==> config.mk <==
export PLATFORM = sky130hd
export DESIGN_NAME = mul_div_seq_flat
export DESIGN_NICKNAME = d
export VERILOG_FILES = /design/src/rtl/mul_div_seq_if.sv /design/src/rtl/mul_div_seq.sv /design/src/flat_wrapper.sv
export SDC_FILE = /design/constraint.sdc
export NUM_CORES = 1
export LEC_CHECK = 0
export BUFFER_PORTS_ARGS = -buffer_cell sky130_fd_sc_hd__buf_2
export CORE_MARGIN = 4
export CORE_UTILIZATION = 40
export DETAILED_ROUTE_END_ITERATION = 7
export PLACE_DENSITY_LB_ADDON = 0.08
export SKIP_LAST_GASP = 1
export SLEW_MARGIN = 0
export SYNTH_ARGS = -nofsm -noshare
export SYNTH_HDL_FRONTEND = slang
export SYNTH_SLANG_ARGS = --single-unit
export TNS_END_PERCENT = 10
==> constraint.sdc <==
create_clock -name clk -period 8.6 [get_ports clk]
set_input_delay 1.29 -clock clk [delete_from_list [all_inputs] [get_ports clk]]
set_output_delay 1.29 -clock clk [all_outputs]
set_load 0.01 [all_outputs]
==> src/rtl/mul_div_seq_if.sv <==
// mul_div_seq_if: request/result bundle between the instruction decoder
// and the iterative multiply/divide sequencer.
//   master (decoder) drives: start, op[1:0], a, b
//   slave (sequencer) drives: busy, done, rl, rh, zf, cf, dz
interface mul_div_seq_if #(
  parameter int WIDTH = 8
);
  logic             start;
  logic [1:0]       op;
  logic [WIDTH-1:0] a;
  logic [WIDTH-1:0] b;
  logic             busy;
  logic             done;
  logic [WIDTH-1:0] rl;
  logic [WIDTH-1:0] rh;
  logic             zf;
  logic             cf;
  logic             dz;

  modport master (
    output start, op, a, b,
    input  busy, done, rl, rh, zf, cf, dz
  );

  modport slave (
    input  start, op, a, b,
    output busy, done, rl, rh, zf, cf, dz
  );
endinterface

==> src/rtl/mul_div_seq.sv <==
// mul_div_seq: iterative WIDTH-bit multiply/divide sequencer for the
// MUL REG,REG and DIV REG,REG execute steps. One result bit per clock:
// shift-add multiply, restoring divide.
// Ports:
//   clk   - system clock, rising edge
//   reset - asynchronous, active-low reset
//   bus   - mul_div_seq_if.slave: start/op/a/b in, busy/done/rl/rh/zf/cf/dz out
//           op[0]: 0 = MUL, 1 = DIV; op[1]: signed select
// Optional feature: define MULDIV_SIGNED_EN to honour op[1] (two's-complement
// operands, magnitude datapath plus a one-cycle FIX sign correction).
module mul_div_seq #(
  parameter int WIDTH = 8
) (
  input logic         clk,
  input logic         reset,
  mul_div_seq_if.slave bus
);
  localparam int CNT_W = (WIDTH > 1) ? $clog2(WIDTH) : 1;
  localparam int AW    = 2*WIDTH + 1;
  localparam logic [CNT_W-1:0] LAST = CNT_W'(WIDTH - 1);

  typedef enum logic [1:0] {IDLE, RUN, FIX, DONE} state_t;

  function automatic logic [WIDTH-1:0] mag(input logic signed [WIDTH-1:0] v);
    logic signed [WIDTH-1:0] n;
    n = -v;
    return v[WIDTH-1] ? $unsigned(n) : $unsigned(v);
  endfunction

  state_t           state, state_nxt;
  logic [CNT_W-1:0] cnt;
  logic             is_div, sgn, neg_a, neg_b, ovf;
  logic [WIDTH-1:0] opnd, opnd_nxt;
  logic [AW-1:0]    acc, acc_nxt, sh;
  logic [WIDTH:0]   sum, trial;
  logic             accept, load_out, need_fix;
  logic             sgn_in, dz_in, ovf_in;
  logic [WIDTH-1:0] mag_a, mag_b;
  logic [WIDTH-1:0] res_lo, res_hi;
  logic             zf_nxt, cf_nxt;
  logic [WIDTH-1:0] rl_q, rh_q;
  logic             zf_q, cf_q, dz_q;

`ifdef MULDIV_SIGNED_EN
  assign sgn_in   = bus.op[1];
  // Product is negated when signs differ; quotient likewise, remainder
  // follows the dividend. The most-negative/-1 overflow skips correction.
  assign need_fix = sgn && !ovf && ((neg_a ^ neg_b) || (is_div && neg_a));
`else
  // op[1] has no effect without signed support.
  assign sgn_in   = bus.op[1] & 1'b0;
  assign need_fix = 1'b0;
`endif

  assign accept = bus.start && (state == IDLE || state == DONE);
  assign dz_in  = bus.op[0] && (bus.b == '0);
  assign ovf_in = sgn_in && bus.op[0] && (bus.a == {1'b1, {(WIDTH-1){1'b0}}})
                  && (bus.b == {WIDTH{1'b1}});
  assign mag_a  = sgn_in ? mag(bus.a) : bus.a;
  assign mag_b  = sgn_in ? mag(bus.b) : bus.b;

  // Multiply step: add operand into the upper half; divide step: shift then
  // trial-subtract, borrow shows up in the extra top bit.
  assign sum   = acc[AW-1:WIDTH] + {1'b0, opnd};
  assign sh    = {acc[AW-2:0], 1'b0};
  assign trial = sh[AW-1:WIDTH] - {1'b0, opnd};

  always_comb begin
    acc_nxt  = acc;
    opnd_nxt = opnd;
    if (accept) begin
      if (dz_in) begin
        acc_nxt = {1'b0, bus.a, {WIDTH{1'b1}}};
      end else begin
        acc_nxt  = {{(WIDTH+1){1'b0}}, bus.op[0] ? mag_a : mag_b};
        opnd_nxt = bus.op[0] ? mag_b : mag_a;
      end
    end else if (state == RUN) begin
      if (!is_div) begin
        acc_nxt = {1'b0, acc[0] ? sum : acc[AW-1:WIDTH], acc[WIDTH-1:1]};
      end else if (!trial[WIDTH]) begin
        acc_nxt = {trial, sh[WIDTH-1:1], 1'b1};
      end else begin
        acc_nxt = sh;
      end
    end else if (state == FIX) begin
      if (!is_div) begin
        acc_nxt[2*WIDTH-1:0] = -acc[2*WIDTH-1:0];
      end else begin
        if (neg_a ^ neg_b) acc_nxt[WIDTH-1:0] = -acc[WIDTH-1:0];
        if (neg_a) acc_nxt[2*WIDTH-1:WIDTH] = -acc[2*WIDTH-1:WIDTH];
      end
    end
  end

  always_comb begin
    state_nxt = state;
    load_out  = 1'b0;
    case (state)
      RUN: begin
        if (cnt == LAST) begin
          state_nxt = need_fix ? FIX : DONE;
          load_out  = !need_fix;
        end
      end
      FIX: begin
        state_nxt = DONE;
        load_out  = 1'b1;
      end
      default: begin
        state_nxt = (state == DONE) ? IDLE : state;
        if (accept) begin
          state_nxt = dz_in ? DONE : RUN;
          load_out  = dz_in;
        end
      end
    endcase
  end

  assign res_lo = acc_nxt[WIDTH-1:0];
  assign res_hi = acc_nxt[2*WIDTH-1:WIDTH];
  assign zf_nxt = is_div ? (res_lo == '0) : ({res_hi, res_lo} == '0);
  assign cf_nxt = is_div ? ovf
                : (sgn ? (res_hi != {WIDTH{res_lo[WIDTH-1]}}) : (res_hi != '0));

  // Control state
  always_ff @(posedge clk or negedge reset) begin
    if (!reset) begin
      state  <= IDLE;
      cnt    <= '0;
      is_div <= 1'b0;
      sgn    <= 1'b0;
      neg_a  <= 1'b0;
      neg_b  <= 1'b0;
      ovf    <= 1'b0;
    end else begin
      state <= state_nxt;
      if (accept) begin
        cnt    <= '0;
        is_div <= bus.op[0];
        sgn    <= sgn_in;
        neg_a  <= sgn_in & bus.a[WIDTH-1];
        neg_b  <= sgn_in & bus.b[WIDTH-1];
        ovf    <= ovf_in;
      end else if (state == RUN) begin
        cnt <= cnt + CNT_W'(1);
      end
    end
  end

  // Datapath
  always_ff @(posedge clk) begin
    acc  <= acc_nxt;
    opnd <= opnd_nxt;
  end

  // Result registers
  always_ff @(posedge clk or negedge reset) begin
    if (!reset) begin
      rl_q <= '0;
      rh_q <= '0;
      zf_q <= 1'b0;
      cf_q <= 1'b0;
      dz_q <= 1'b0;
    end else if (load_out && accept) begin
      rl_q <= res_lo;
      rh_q <= res_hi;
      zf_q <= 1'b0;
      cf_q <= 1'b0;
      dz_q <= 1'b1;
    end else if (load_out) begin
      rl_q <= res_lo;
      rh_q <= res_hi;
      zf_q <= zf_nxt;
      cf_q <= cf_nxt;
      dz_q <= 1'b0;
    end else if (accept) begin
      zf_q <= 1'b0;
      cf_q <= 1'b0;
      dz_q <= 1'b0;
    end
  end

  assign bus.busy = (state == RUN) || (state == FIX);
  assign bus.done = (state == DONE);
  assign bus.rl   = rl_q;
  assign bus.rh   = rh_q;
  assign bus.zf   = zf_q;
  assign bus.cf   = cf_q;
  assign bus.dz   = dz_q;
endmodule

==> src/flat_wrapper.sv <==
// flat-port wrapper written by rule: the top's interface ports become plain ports
module mul_div_seq_flat 
#(
  parameter int WIDTH = 8
)
  (clk, reset, bus_start, bus_op, bus_a, bus_b, bus_busy, bus_done, bus_rl, bus_rh, bus_zf, bus_cf, bus_dz);
  mul_div_seq_if #(.WIDTH(WIDTH)) bus_i ();
  input logic clk;
  input logic reset;
  input wire logic [$bits(bus_i.start)-1:0] bus_start;
  input wire logic [$bits(bus_i.op)-1:0] bus_op;
  input wire logic [$bits(bus_i.a)-1:0] bus_a;
  input wire logic [$bits(bus_i.b)-1:0] bus_b;
  output wire logic [$bits(bus_i.busy)-1:0] bus_busy;
  output wire logic [$bits(bus_i.done)-1:0] bus_done;
  output wire logic [$bits(bus_i.rl)-1:0] bus_rl;
  output wire logic [$bits(bus_i.rh)-1:0] bus_rh;
  output wire logic [$bits(bus_i.zf)-1:0] bus_zf;
  output wire logic [$bits(bus_i.cf)-1:0] bus_cf;
  output wire logic [$bits(bus_i.dz)-1:0] bus_dz;
  assign bus_i.start = bus_start;
  assign bus_i.op = bus_op;
  assign bus_i.a = bus_a;
  assign bus_i.b = bus_b;
  assign bus_busy = bus_i.busy;
  assign bus_done = bus_i.done;
  assign bus_rl = bus_i.rl;
  assign bus_rh = bus_i.rh;
  assign bus_zf = bus_i.zf;
  assign bus_cf = bus_i.cf;
  assign bus_dz = bus_i.dz;
  mul_div_seq #(.WIDTH(WIDTH)) u_core (.clk(clk), .reset(reset), .bus(bus_i));
endmodule
==> results.cfg <==
[clock_network]
cts_buffer_depth = 2
cts_hold_buf = 0
cts-resized-gates = 0
insertion_delay_ns = 0.31
clkTransAtPathRegs_ns = 0.11
cts_tree = yes
post-cts-setup-buffers = 0
numCtsBuffers = 5
clkSinkCount = 50
cts_root_buffer = clkbuf_8
htreeDepth = 2

[die]
core_mm2 = 0.00933
chipWidth_um = 106
io_pins = 42
fp.dieH_um = 106
num_rows = 35
start_util = 0.413
dieArea_mm2 = 0.0113

[final_layout]
diodes = 0
area_growth_pct = 9.26
mostFrequentLayoutCells = buf_2, nand2_1, nor2_1, dfrtp_1
drive_gt1_frac = 0.219
nFillCells = 923
final_nets = 484
postLayoutCellArea_mm2 = 0.00421
final_common_cell = buf_2

[grt]
antenna_found_initial = 0
grt_first_pass_wirelength_um = 17000
overflow = 0
grt_pass1_vias = 3114
grt_max_degree = 33
grt.total_usage = 0.192

[timing]
max_freq_ghz = 0.226
setup_viol = 0
period_needed_ns = 4.42
setup_tns_ns = 0
drv_slew = 0
clock-skew-final_ns = 0.00741
fin_crit_sh = 0.514
rsz0062_at_grt = no
slew_headroom = 0.229
max_slew.worst_pin.slew_ns = 1.15
timing_hold_violations_final = 0

[synth]
yosysTopAreaCell = dfrtp_1
ys_ff_latch = 50
avgSynthCellArea_um2 = 9.49
syn_area_mm2 = 0.00385
post-synth-top-area-fraction = 0.162
ys_warn_count = 0
synth_cells = 406
synth_area_leaders = dfrtp_1, dfxtp_1, ha_1
synth_edf_count = 9
synth_seq_area_share = 0.316
syn_nets = 453
synth-main-ff-cell = dfrtp_1
synthArstFlopShare = 0.500
yosys.cell_types.count = 83

[hold_path]
hold_path_depth = 1
hold_path.class = reg -> reg

[pwr]
p_switching_uw = 899
combPwrFrac = 0.638
p_per_area_mw_per_mm2 = 431
seq_power_share = 0.263
p_leak_nw = 1.85
power_frac_clock = 0.099
p_sw_frac = 0.496
peakVddDrop_uv = 184
p_int_uw = 914

[worst_setup_path]
arrival_ns = 4.63
worst-path-buf-inv = 1
end_kind = flip-flop
crit_chain = ha_1 > nor2b_1 > o2111ai_1 > nand2_1 > o21a_1 > o21ai_0 > nand2b_1 > ha_1 > inv_1 > mux2i_1 > a31oi_1 > o211ai_2 > nand2b_1 > nor4b_2 > a41oi_2 > a31o_1
cp_max_fo = 12
critPathLaunchType = flip-flop
cp.required_ns = 8.81
critPathKind = reg -> reg
r2r_cells = 16
critPathMaxStageDelay_ns = 0.66
cp_num_cells = 16
cp_slowest_cell = dfxtp_1
crit_family = compound AO/OA/AOI/OAI gates

[detailed_routing]
wirelength_um = 10600
viasPerCell = 5.58
ant_nets = 0
first_pass_iters = 4
num_vias = 3162
drc = 0
drt_iter0_markers = 158
post_drt_wl_per_cell_um = 18.7

[place]
place.gp.congestion = 0.868
io_buffer_count = 40
dpl-instance-area_mm2 = 0.00409
dp_hpwl_um = 8190

[run]
max_cap_violations = 0

[status]
status = finished clean
cells in the mapped netlist, drive strengths merged, types with 7 or more instances:
master / instances
nand2b: 8
buf: 10
xnor2: 13
dfrtp: 25
a21oi: 23
o21ai: 24
nor2: 29
a31oi: 7
inv: 24
clkbuf: 7
nand2: 32
mux2: 25
dfxtp: 16
ha: 24
nor3: 9
mux2i: 19
edfxtp: 9
sequential cells by signal, summed over array words and instances, names as in the netlist:
register	cells
u_core.bus.rl	8
u_core.is_div	1
u_core.state	2
u_core.bus.zf	1
u_core.bus.rh	8
u_core.opnd	8
u_core.bus.cf	1
u_core.cnt	3
u_core.bus.dz	1
u_core.acc	17
metrics by stage:
stage	power [mW]	worst slack, ns	hold WS (ns)	utilization	instances
3_3_place_gp	1.62	4.30	0.470	0.439	559
2_1_floorplan	1.34	5.23	0.491	-	406
6_report	1.81	4.18	0.498	0.451	567
5_1_grt	1.97	3.93	0.530	0.451	567
3_5_place_dp	1.63	4.25	0.480	0.439	559
4_1_cts	1.82	4.22	0.505	0.451	567
kinds of logic (layout without fill, tap and decap cells):
| family | Yosys count | after routing | synth area share |
|---|---|---|---|
| AO/OA/AOI/OAI | 107 | 107 | 0.198 |
| XOR/XNOR | 18 | 18 | 0.0409 |
| adder cells (fa/ha/maj) | 26 | 26 | 0.0884 |
| buffers and inverters | 42 | 74 | 0.0588 |
| flip-flops | 50 | 50 | 0.316 |
| multiplexers | 44 | 44 | 0.122 |
| AND/OR/NAND/NOR | 119 | 119 | 0.176 |
area by class of cell:
class                      instances  area [µm²]  share of cell area
multi-input combinational        314        2410               0.572
sequential                        50        1220               0.289
timing repair buffer              42         215              0.0511
tap                              129         161              0.0384
inverter                          24        90.1              0.0214
clock buffer                       5        68.8              0.0164
clock inverter                     3        47.5              0.0113
layer usage:
| metal | routed length (µm) | vias to the layer above | track usage |
|---|---|---|---|
| li1 | - | 1559 | - |
| met2 | 4770 | 76 | 0.301 |
| met4 | 82 | 0 | 0.0361 |
| met5 | 0 | - | 0 |
| met3 | 471 | 8 | 0.0231 |
| met1 | 5290 | 1519 | 0.285 |
power by group through the flow:
stage,registers (mW),logic [mW],clock network [mW]
5_1_grt,0.495,1.28,0.193
6_report,0.477,1.16,0.179
3_3_place_gp,0.478,1.15,0
2_1_floorplan,0.447,0.890,0
4_1_cts,0.476,1.16,0.182
3_5_place_dp,0.481,1.15,0
path summary, 6_finish.rpt:
path / startpoint / endpoint / slack (ns)
max reg2reg: u_core.acc[9]$_DFF_P_ / u_core.bus.cf$_DFFE_PN0P_ / 4.18
min reg2reg: u_core.bus.rl[4]$_DFFE_PN0P_ / u_core.bus.rl[4]$_DFFE_PN0P_ / 0.50
min in group asynchronous: reset / u_core.bus.rl[4]$_DFFE_PN0P_ / 0.99
max in group asynchronous: reset / u_core.bus.rh[1]$_DFFE_PN0P_ / 7.20
min: u_core.bus.rl[4]$_DFFE_PN0P_ / u_core.bus.rl[4]$_DFFE_PN0P_ / 0.50
max: u_core.acc[9]$_DFF_P_ / u_core.bus.cf$_DFFE_PN0P_ / 4.18
Power figures use the tool's default switching activity.
